<file path="src/rtl/cond_unit_mt_pkg.sv">
// Shared types for the multi-context condition unit: condition encodings,
// flag bit positions and the packed flag record.
package cond_unit_mt_pkg;

  typedef enum logic [3:0] {
    EQ = 4'h0, NE = 4'h1, CS = 4'h2, CC = 4'h3,
    MI = 4'h4, PL = 4'h5, VS = 4'h6, VC = 4'h7,
    HI = 4'h8, LS = 4'h9, GE = 4'hA, LT = 4'hB,
    GT = 4'hC, LE = 4'hD, AL = 4'hE, NV = 4'hF
  } cond_e;

  localparam int FLAG_N = 3;
  localparam int FLAG_Z = 2;
  localparam int FLAG_C = 1;
  localparam int FLAG_V = 0;

  typedef struct packed {
    logic n;
    logic z;
    logic c;
    logic v;
  } flags_t;

endpackage

</file>
<file path="src/rtl/cond_unit_mt_if.sv">
// Flag-write, EX-stage request and registered-result signals of cond_unit_mt.
interface cond_unit_mt_if #(
  parameter int NUM_CTX = 4,
  parameter int CTX_W   = (NUM_CTX > 1) ? $clog2(NUM_CTX) : 1,
  parameter int CNT_W   = 16
);
  logic             flag_we;
  logic [CTX_W-1:0] flag_ctx;
  logic [3:0]       flag_mask;
  logic [3:0]       flag_in;
  logic             ex_valid;
  logic [CTX_W-1:0] ex_ctx;
  logic [3:0]       ex_cond;
  logic             stall;
  logic             flush;
  logic             cond_valid_o;
  logic             cond_pass_o;
  logic [3:0]       cond_flags_o;
  logic [CNT_W-1:0] squash_cnt_o;

  modport master (
    output flag_we, flag_ctx, flag_mask, flag_in,
    output ex_valid, ex_ctx, ex_cond, stall, flush,
    input  cond_valid_o, cond_pass_o, cond_flags_o, squash_cnt_o
  );

  modport slave (
    input  flag_we, flag_ctx, flag_mask, flag_in,
    input  ex_valid, ex_ctx, ex_cond, stall, flush,
    output cond_valid_o, cond_pass_o, cond_flags_o, squash_cnt_o
  );
endinterface

</file>
<file path="src/rtl/cond_unit_mt_eval.sv">
// Combinational ARM condition-code evaluator; code 4'hF behaves as always.
module cond_eval
  import cond_unit_mt_pkg::*;
(
  input  logic [3:0] cond_i,
  input  flags_t     flags_i,
  output logic       pass_o
);

  logic nv_eq_s;

  // Decode the condition field against the supplied flags
  always_comb begin
    nv_eq_s = (flags_i.n == flags_i.v);
    pass_o  = 1'b1;
    case (cond_e'(cond_i))
      EQ:      pass_o = flags_i.z;
      NE:      pass_o = !flags_i.z;
      CS:      pass_o = flags_i.c;
      CC:      pass_o = !flags_i.c;
      MI:      pass_o = flags_i.n;
      PL:      pass_o = !flags_i.n;
      VS:      pass_o = flags_i.v;
      VC:      pass_o = !flags_i.v;
      HI:      pass_o = flags_i.c && !flags_i.z;
      LS:      pass_o = !flags_i.c || flags_i.z;
      GE:      pass_o = nv_eq_s;
      LT:      pass_o = !nv_eq_s;
      GT:      pass_o = !flags_i.z && nv_eq_s;
      LE:      pass_o = flags_i.z || !nv_eq_s;
      AL:      pass_o = 1'b1;
      NV:      pass_o = 1'b1;
      default: pass_o = 1'b1;
    endcase
  end

endmodule

</file>
<file path="src/rtl/cond_unit_mt.sv">
// Multi-context flag bank with same-cycle bypass, registered execute/squash
// decision and a saturating squash counter.
module cond_unit_mt
  import cond_unit_mt_pkg::*;
#(
  parameter int NUM_CTX = 4,
  parameter int CTX_W   = (NUM_CTX > 1) ? $clog2(NUM_CTX) : 1,
  parameter int CNT_W   = 16
) (
  input  logic         clk,
  input  logic         rst,
  cond_unit_mt_if.slave bus
);

  flags_t           flags_q [NUM_CTX];
  flags_t           flags_d [NUM_CTX];
  flags_t           base_s;
  flags_t           eff_s;
  logic             ctx_hit_s;
  logic             pass_s;
  logic             capture_s;
  logic             valid_q, valid_d;
  logic             pass_q, pass_d;
  flags_t           fl_q, fl_d;
  logic [CNT_W-1:0] cnt_q, cnt_d;

  // Masked flag-bank update; an out-of-range context matches no entry
  always_comb begin
    for (int k = 0; k < NUM_CTX; k++) begin
      flags_d[k] = flags_q[k];
      if (bus.flag_we && (bus.flag_ctx == CTX_W'(k))) begin
        flags_d[k] = (flags_q[k] & ~bus.flag_mask) | (bus.flag_in & bus.flag_mask);
      end else begin
        flags_d[k] = flags_q[k];
      end
    end
  end

  // Select EX context flags and bypass a same-cycle write to that context
  always_comb begin
    base_s    = '0;
    ctx_hit_s = 1'b0;
    for (int k = 0; k < NUM_CTX; k++) begin
      if (bus.ex_ctx == CTX_W'(k)) begin
        base_s    = flags_q[k];
        ctx_hit_s = 1'b1;
      end else begin
        base_s    = base_s;
      end
    end
    if (ctx_hit_s && bus.flag_we && (bus.flag_ctx == bus.ex_ctx)) begin
      eff_s = (base_s & ~bus.flag_mask) | (bus.flag_in & bus.flag_mask);
    end else begin
      eff_s = base_s;
    end
  end

  cond_eval u_eval (
    .cond_i (bus.ex_cond),
    .flags_i(eff_s),
    .pass_o (pass_s)
  );

  // Pipeline register next state: flush beats stall beats capture
  always_comb begin
    capture_s = !bus.flush && !bus.stall;
    valid_d   = valid_q;
    pass_d    = pass_q;
    fl_d      = fl_q;
    cnt_d     = cnt_q;
    if (bus.flush) begin
      valid_d = 1'b0;
    end else if (capture_s) begin
      valid_d = bus.ex_valid;
      if (bus.ex_valid) begin
        pass_d = pass_s;
        fl_d   = eff_s;
        if (!pass_s && (cnt_q != {CNT_W{1'b1}})) begin
          cnt_d = cnt_q + CNT_W'(1);
        end else begin
          cnt_d = cnt_q;
        end
      end else begin
        pass_d = pass_q;
      end
    end else begin
      valid_d = valid_q;
    end
  end

  // State registers with synchronous reset
  always_ff @(posedge clk) begin
    if (rst) begin
      for (int k = 0; k < NUM_CTX; k++) begin
        flags_q[k] <= '0;
      end
      valid_q <= 1'b0;
      pass_q  <= 1'b0;
      fl_q    <= '0;
      cnt_q   <= '0;
    end else begin
      for (int k = 0; k < NUM_CTX; k++) begin
        flags_q[k] <= flags_d[k];
      end
      valid_q <= valid_d;
      pass_q  <= pass_d;
      fl_q    <= fl_d;
      cnt_q   <= cnt_d;
    end
  end

  assign bus.cond_valid_o = valid_q;
  assign bus.cond_pass_o  = pass_q;
  assign bus.cond_flags_o = fl_q;
  assign bus.squash_cnt_o = cnt_q;

endmodule

</file>
<file path="src/flat_wrapper.sv">
// flat-port wrapper written by rule: the top's interface ports become plain ports
module cond_unit_mt_flat import cond_unit_mt_pkg::*;
#(
  parameter int NUM_CTX = 4,
  parameter int CTX_W   = (NUM_CTX > 1) ? $clog2(NUM_CTX) : 1,
  parameter int CNT_W   = 16
)
  (clk, rst, bus_flag_we, bus_flag_ctx, bus_flag_mask, bus_flag_in, bus_ex_valid, bus_ex_ctx, bus_ex_cond, bus_stall, bus_flush, bus_cond_valid_o, bus_cond_pass_o, bus_cond_flags_o, bus_squash_cnt_o);
  cond_unit_mt_if #(.NUM_CTX(NUM_CTX), .CTX_W(CTX_W), .CNT_W(CNT_W)) bus_i ();
  input  logic clk;
  input  logic rst;
  input wire logic [$bits(bus_i.flag_we)-1:0] bus_flag_we;
  input wire logic [$bits(bus_i.flag_ctx)-1:0] bus_flag_ctx;
  input wire logic [$bits(bus_i.flag_mask)-1:0] bus_flag_mask;
  input wire logic [$bits(bus_i.flag_in)-1:0] bus_flag_in;
  input wire logic [$bits(bus_i.ex_valid)-1:0] bus_ex_valid;
  input wire logic [$bits(bus_i.ex_ctx)-1:0] bus_ex_ctx;
  input wire logic [$bits(bus_i.ex_cond)-1:0] bus_ex_cond;
  input wire logic [$bits(bus_i.stall)-1:0] bus_stall;
  input wire logic [$bits(bus_i.flush)-1:0] bus_flush;
  output wire logic [$bits(bus_i.cond_valid_o)-1:0] bus_cond_valid_o;
  output wire logic [$bits(bus_i.cond_pass_o)-1:0] bus_cond_pass_o;
  output wire logic [$bits(bus_i.cond_flags_o)-1:0] bus_cond_flags_o;
  output wire logic [$bits(bus_i.squash_cnt_o)-1:0] bus_squash_cnt_o;
  assign bus_i.flag_we = bus_flag_we;
  assign bus_i.flag_ctx = bus_flag_ctx;
  assign bus_i.flag_mask = bus_flag_mask;
  assign bus_i.flag_in = bus_flag_in;
  assign bus_i.ex_valid = bus_ex_valid;
  assign bus_i.ex_ctx = bus_ex_ctx;
  assign bus_i.ex_cond = bus_ex_cond;
  assign bus_i.stall = bus_stall;
  assign bus_i.flush = bus_flush;
  assign bus_cond_valid_o = bus_i.cond_valid_o;
  assign bus_cond_pass_o = bus_i.cond_pass_o;
  assign bus_cond_flags_o = bus_i.cond_flags_o;
  assign bus_squash_cnt_o = bus_i.squash_cnt_o;
  cond_unit_mt #(.NUM_CTX(NUM_CTX), .CTX_W(CTX_W), .CNT_W(CNT_W)) u_core (.clk(clk), .rst(rst), .bus(bus_i));
endmodule
</file>
<file path="config.mk">
export PLATFORM = sky130hd
export DESIGN_NAME = cond_unit_mt_flat
export DESIGN_NICKNAME = d
export VERILOG_FILES = /design/src/rtl/cond_unit_mt_pkg.sv /design/src/rtl/cond_unit_mt_if.sv /design/src/rtl/cond_unit_mt_eval.sv /design/src/rtl/cond_unit_mt.sv /design/src/flat_wrapper.sv
export SDC_FILE = /design/constraint.sdc
export NUM_CORES = 1
export LEC_CHECK = 0
export ABC_AREA = 1
export CAP_MARGIN = 40
export CELL_PAD_IN_SITES_DETAIL_PLACEMENT = 0
export CELL_PAD_IN_SITES_GLOBAL_PLACEMENT = 1
export CORE_MARGIN = 10
export CORE_UTILIZATION = 40
export CTS_CLUSTER_SIZE = 20
export DETAILED_ROUTE_END_ITERATION = 16
export MAX_ROUTING_LAYER = met4
export PLACE_DENSITY = 0.84
export SYNTH_ARGS = -nofsm -noshare
export SYNTH_HDL_FRONTEND = slang
export SYNTH_SLANG_ARGS = --single-unit
</file>
<file path="constraint.sdc">
create_clock -name clk -period 2.71 [get_ports clk]
set_input_delay 0.271 -clock clk [delete_from_list [all_inputs] [get_ports clk]]
set_output_delay 0.271 -clock clk [all_outputs]
set_load 0.005 [all_outputs]
</file>
=== After elaboration in Yosys (flattened, before gate mapping) ===
Memories as Yosys holds them, arrays and structs flattened.
Index checks and enable logic that the tools add are counted.

* Word-level logic and storage cells: 98
* Bits in registers: 22
* ROM bits: 0
* RAM bits: 16
* Memories kept: 1
* Latch bits: 0

* Bitwise gates (word level): 17
* Magnitude comparators: 0
* Multipliers: 0
* $add $sub $neg: 1
* Mux-type cells: 21
* Div/mod/pow operators: 0
* Shift-type cells: 0
* Equal/unequal tests: 24
* Reduce and logical (&&, ||, !) cells: 27

{| class="wikitable"
|+ Memory list
! memory !! words !! bits a word !! read ports !! clocked after memory_dff !! write ports !! line !! source
|-
| u_core.flags_q || 4 || 4 || 4 || 0 || 4 || cond_unit_mt.sv:15 || <nowiki>flags_t flags_q [NUM_CTX];</nowiki>
|}

{| class="wikitable"
|+ Operators by type and width
! operator !! number
|-
| 2-to-1 mux 4 bit || 13
|-
| equality test 4 bit (second input constant) || 8
|-
| bitwise AND 4 bit || 6
|-
| OR 4 bit || 5
|-
| adder 16 x 1 -> 16 bit (second input constant) || 1
|-
| equality test 4 x 3 -> 1 bit (second input constant) || 4
|-
| != test 16 bit (second input constant) || 1
|-
| case mux 1 bit (15 select lines) || 1
|-
| logical AND 1 bit || 10
|-
| equality test 2 bit (second input constant) || 4
|-
| equality test 4 x 2 -> 1 bit (second input constant) || 2
|-
| zero test 1 bit || 8
|-
| 2-to-1 mux 1 bit || 7
|-
| equality test 2 x 1 -> 1 bit (second input constant) || 2
|-
| equality test 4 x 1 -> 1 bit (second input constant) || 1
|-
| zero test 2 bit || 2
|-
| zero test 4 bit || 1
|-
| NOT 4 bit || 1
|-
| OR 1 bit || 4
|-
| AND reduction 4 bit || 1
|-
| OR reduction 2 bit || 2
|-
| AND reduction 3 bit || 1
|-
| equality test 2 bit || 1
|-
| logical OR 1 bit || 2
|-
| 2 further kinds || 2
|}

=== Longest topological paths before layout ===
Gate-level depths: netlist of run 1.

* Depth after elaboration: 15
* Gate-level depth with buffers: 20

=== Hierarchy ===
Synthesis of run 1 repeated with hierarchy kept, for this count alone.

* Cell total of the unflattened synthesis: 377
* Area total of the unflattened synthesis: 2394.8 µm²

{| class="wikitable"
|+ By module, submodules not included
! module !! cells an instance !! seq. area each (µm²) !! instances !! area an instance (µm²)
|-
| cond_unit_mt || 325 || 760.7 || 1 || 2162.1
|-
| cond_eval || 52 || 0.0 || 1 || 232.7
|}

=== Worst setup path after synthesis of run 1 ===
No wires, ideal clock.

* Path type: input to register
* From: input port bus_ex_ctx[0]
* To: register u_core.cnt_q[3] (netlist: u_core.bus.squash_cnt_o[3])
* Required time: 2.578 ns
* Path buffers: 2
* Setup slack: 0.804 ns
* Arrival: 1.773 ns
* Setup time: 0.132 ns
* Stages: 18
* Path through: buf_6 nand2_2 nand2_2 nor2_4 nand3_1 nand2_2 nand2_2 inv_2 nand2_1 nand3_1 nand2_1 nor2_2 nand2_2 nor2_8 nand3_4 buf_6 nand2_1 a21oi_1

* Word-level cells in the longest chain between the ends: 15

{| class="wikitable"
|+ RTL lines
! what !! line !! source
|-
| start, declared || flat_wrapper.sv:17 || <nowiki>input wire logic [$bits(bus_i.ex_ctx)-1:0] bus_ex_ctx;</nowiki>
|-
| zero test 2 bit || cond_unit_mt.sv:44 || <nowiki>if (bus.ex_ctx == CTX_W'(k)) begin</nowiki>
|-
| 2-to-1 mux 4 bit or 2-to-1 mux 1 bit (tied branches) (4 in series) || cond_unit_mt.sv:44 ||
|-
| bitwise AND 4 bit or logical AND 1 bit (tied branches) || cond_unit_mt.sv:52, cond_unit_mt.sv:51 ||
|-
| OR 4 bit or logical AND 1 bit (tied branches) || cond_unit_mt.sv:52, cond_unit_mt.sv:51 ||
|-
| 2-to-1 mux 4 bit * || cond_unit_mt.sv:51 || <nowiki>if (ctx_hit_s && bus.flag_we && (bus.flag_ctx == bus.ex_ctx)) begin</nowiki>
|-
| equality test 1 bit || cond_unit_mt_eval.sv:14 || <nowiki>nv_eq_s = (flags_i.n == flags_i.v);</nowiki>
|-
| zero test 1 bit || cond_unit_mt_eval.sv:28, cond_unit_mt_eval.sv:30 ||
|-
| logical OR 1 bit || cond_unit_mt_eval.sv:30 || <nowiki>LE: pass_o = flags_i.z || !nv_eq_s;</nowiki>
|-
| case mux 1 bit (15 select lines) * || cond_unit_mt_eval.sv:16 || <nowiki>case (cond_e'(cond_i))</nowiki>
|-
| zero test 1 bit * || cond_unit_mt.sv:78 || <nowiki>if (!pass_s && (cnt_q != {CNT_W{1'b1}})) begin</nowiki>
|-
| logical AND 1 bit * || cond_unit_mt.sv:78 ||
|-
| AND reduction 4 bit (no line) * || -- ||
|-
| end signal, assigned || cond_unit_mt.sv:108 || <nowiki>cnt_q <= cnt_d;</nowiki>
|-
| end, declared || cond_unit_mt.sv:25 || <nowiki>logic [CNT_W-1:0] cnt_q, cnt_d;</nowiki>
|}

Every way passes the cells marked *; elsewhere a longest branch is shown, timed or not.
A chain may end at the register's enable or synchronous reset.

=== Worst setup path in the final report of run 1 ===
* From: input port bus_ex_ctx[0]
* To: register u_core.cnt_q[4] (netlist: u_core.bus.squash_cnt_o[4])

Same word-level chain as after synthesis.

==> flow_metrics.env, run 1 <==
export IMPL_die_w_um=98.0
export IMPL_fin_area_um2=3060
export IMPL_root_buffer="clkbuf_8"
export IMPL_synth_edf_count=0
export IMPL_drc_errors=0
export IMPL_seqCellArea_um2=761
export IMPL_std_cell_rows=28
export IMPL_vias_per_cell=4.97
export IMPL_slew_violations=0
export IMPL_drive_gt1_share_pct=10.5
export IMPL_holdCritPathClass="register to register"
export IMPL_dieArea_um2=9600
export IMPL_tns_ns=0
export IMPL_syn_inst=368
export IMPL_initial_utilization_pct=41.1
export IMPL_fin_ws_ns=0.346
export IMPL_firstDrtPassIters=4
export IMPL_synth_cell_types=30
export IMPL_cts_hold_buf=0
export IMPL_crit_arrival_ns=2.54
export IMPL_worstPathRequired_ns=2.88
export IMPL_dp_cells=485
export IMPL_reg2reg_from="u_core.bus.squash_cnt_o[0]"
export IMPL_fin_util_pct=51.6
export IMPL_place_ws_ns=0.0198
export IMPL_finalSetupViolCount=0
export IMPL_post_route_min_period_ns=2.36
export IMPL_wl_per_cell_um=13.2
export IMPL_yosysTopAreaCell="dfxtp_1"
export IMPL_yosysMostFrequentCell="nand2_1"
export IMPL_dr_total_vias=2450
export IMPL_syn_nets=391
export IMPL_final_cells=493
export IMPL_clk_pin_slew_worst_paths_ns=0.08
export IMPL_cts_resized=0
export IMPL_rr_endpoint="u_core.bus.squash_cnt_o[4]"
export IMPL_fillers=618
export IMPL_worst_r2r_cell_count=9
export IMPL_postPlaceCellArea_um2=2960
export IMPL_multi_input_area_um2=1410
export IMPL_path_class="input port to register"
export IMPL_dr_first_iter_drc_count=197
export IMPL_final_antenna_net_count=0
export IMPL_synth_top_area_share_pct=31.3
export IMPL_grt_pass1_wl_um=11000
export IMPL_hold_viol=0
export IMPL_ff2ff_setup_slack_ns=0.63
export IMPL_hold_depth=2
export IMPL_pwr_share_seq_pct=47.0
export IMPL_finalClockSkew_ns=0.00445
export IMPL_clk_latency_ns=0.29
export IMPL_dieHeight_um=98.0
export IMPL_rsz0062_at_grt="false"
export IMPL_p_sw_uw=352
export IMPL_path_max_fanout=18
export IMPL_fin_crit_sh_pct=87.2
export IMPL_synth_area_per_cell_um2=6.61
export IMPL_peakVddDrop_mv=0.174
export IMPL_overflow=0
export IMPL_synth_ff_latch_count=38
export IMPL_maxSlewHeadroom_pct=62.7
export IMPL_max_clock_path_buffers=2
export IMPL_grt_use_total_pct=13.7
export IMPL_post_cts_buffers=0
export IMPL_h_tree_depth=2
export IMPL_hpwl_um=4900
export IMPL_finalPower_mw=1.23
export IMPL_swShare_pct=28.7
export IMPL_io_buffers=43
export IMPL_internal_power_uw=875
export IMPL_combinationalPowerShare_pct=19.5
export IMPL_grt_max_degree=26
export IMPL_power_leakage_nw=1.21
export IMPL_cts_buffers=5
export IMPL_nets=440
export IMPL_cts_tree="done"
export IMPL_syn_area_um2=2430
export IMPL_async_flop_share_pct=0
export IMPL_clock_sinks=38
export IMPL_crit_path_end_kind="register"
export IMPL_synth_common_cells="nand2_1, inv_1, dfxtp_1, a21oi_1, nand3_1"
export IMPL_tightest_slew_ns=0.555
export IMPL_ys_warn_count=0
export IMPL_core_area_um2=5920
export IMPL_cap_violations=0
export IMPL_powerDensity_nw_per_um2=402
export IMPL_antenna_found_initial=0
export IMPL_grt_pass1_vias=2246
export IMPL_yosysSeqAreaShare_pct=31.3
export IMPL_wirelength_um=6520
export IMPL_worstSetupStartpointType="input port"
export IMPL_place_gp_congestion=0.858
export IMPL_ys_top_cells_by_area="dfxtp_1, nand2_1, a21oi_1, inv_1, nand4_1"
export IMPL_fmax_mhz=423
export IMPL_ioPinCount=44
export IMPL_whs_ns=0.459
export IMPL_antennaDiodeCount=0
export IMPL_status="complete, no violations"
export IMPL_clock_power_share_pct=33.5
export IMPL_ys_flop_type="dfxtp_1"
export IMPL_area_delta_synth_final_pct=25.7
==> cells by family after synthesis <==
group	count (synthesis)	share of synthesized area, %
compound gates	50	10.8
buf+inv	61	10.8
xor+xnor	15	6.18
flops	38	31.3
fa+ha+maj	1	0.515
simple gates	203	40.5
==> worst max-delay path: stages <==
cell and delay [ns]:
clkdlybuf4s50_1 0.63, nor2_1 0.13, nor2_4 0.22, nand4_1 0.19, nand2_1 0.19, nor3_1 0.07
nor2_2 0.16, nand3b_4 0.11, nor2_8 0.14, nand3_4 0.21, nand2_1 0.13, a21oi_1 0.07
==> layout make-up <==
type,count,share of cell area [%]
clock inverter,1,0.164
clock buffer,7,2.83
timing repair buffer,55,17.0
multi-input combinational,269,46.1
inverter,48,5.90
tap,75,3.07
sequential,38,24.9
==> how the worst max path moves through the flow <==
stage                   from                         end  slack [ns]  cells past startpoint
2_1_floorplan  bus_ex_ctx[0]  u_core.bus.squash_cnt_o[3]        0.80                     18
3_3_place_gp   bus_ex_ctx[1]  u_core.bus.squash_cnt_o[1]        0.06                     19
3_5_place_dp   bus_ex_ctx[1]  u_core.bus.squash_cnt_o[4]        0.02                     14
4_1_cts        bus_ex_ctx[1]  u_core.bus.squash_cnt_o[1]        0.33                     15
5_1_grt        bus_ex_ctx[1]  u_core.bus.squash_cnt_o[1]        0.06                     19
6_report       bus_ex_ctx[0]  u_core.bus.squash_cnt_o[4]        0.35                     12
==> placed cells by master (no fill, tap or decap), drive strengths merged <==
cell type      count
nand2            104
inv               48
clkdlybuf4s50     43
dfxtp             38
a21oi             34
nor2              32
nand3             29
nand4             25
o21ai             12
buf               12
nor3              11
xor2               9
clkbuf             7
xnor2              6
o211ai             2
nand3b             1
nor4               1
o41ai              1
a311oi             1
ha                 1
clkinv             1
==> power by group through the flow <==
stage / Clock [mW] / Combinational, mW / Sequential (mW)
floorplan: 0 / 0.150 / 0.589
CTS: 0.425 / 0.240 / 0.577
detailed placement: 0 / 0.240 / 0.590
global route: 0.448 / 0.266 / 0.579
global placement: 0 / 0.239 / 0.590
finish: 0.411 / 0.239 / 0.577
==> layer usage <==
metal / GRT usage, % / wire length (µm) / vias to the layer above
met2: 20.4 / 2970 / 43
met3: 2.75 / 199 / 4
met1: 18.3 / 3310 / 1104
li1: - / - / 1299
met4: 3.91 / 36 / 0
met5: - / 0 / -
Note: power is estimated with default switching activity, not from simulation.
==> run 2, diff against run 1 <==
--- a/config.mk
+++ b/config.mk
@@ -6,7 +6,7 @@
 export NUM_CORES = 1
 export LEC_CHECK = 0
 export ABC_AREA = 1
-export CAP_MARGIN = 40
+export CAP_MARGIN = 10
 export CELL_PAD_IN_SITES_DETAIL_PLACEMENT = 0
 export CELL_PAD_IN_SITES_GLOBAL_PLACEMENT = 1
 export CORE_MARGIN = 10
==> results of run 2 <==
Final layout, timing and power as in run 1 (identical DEF).
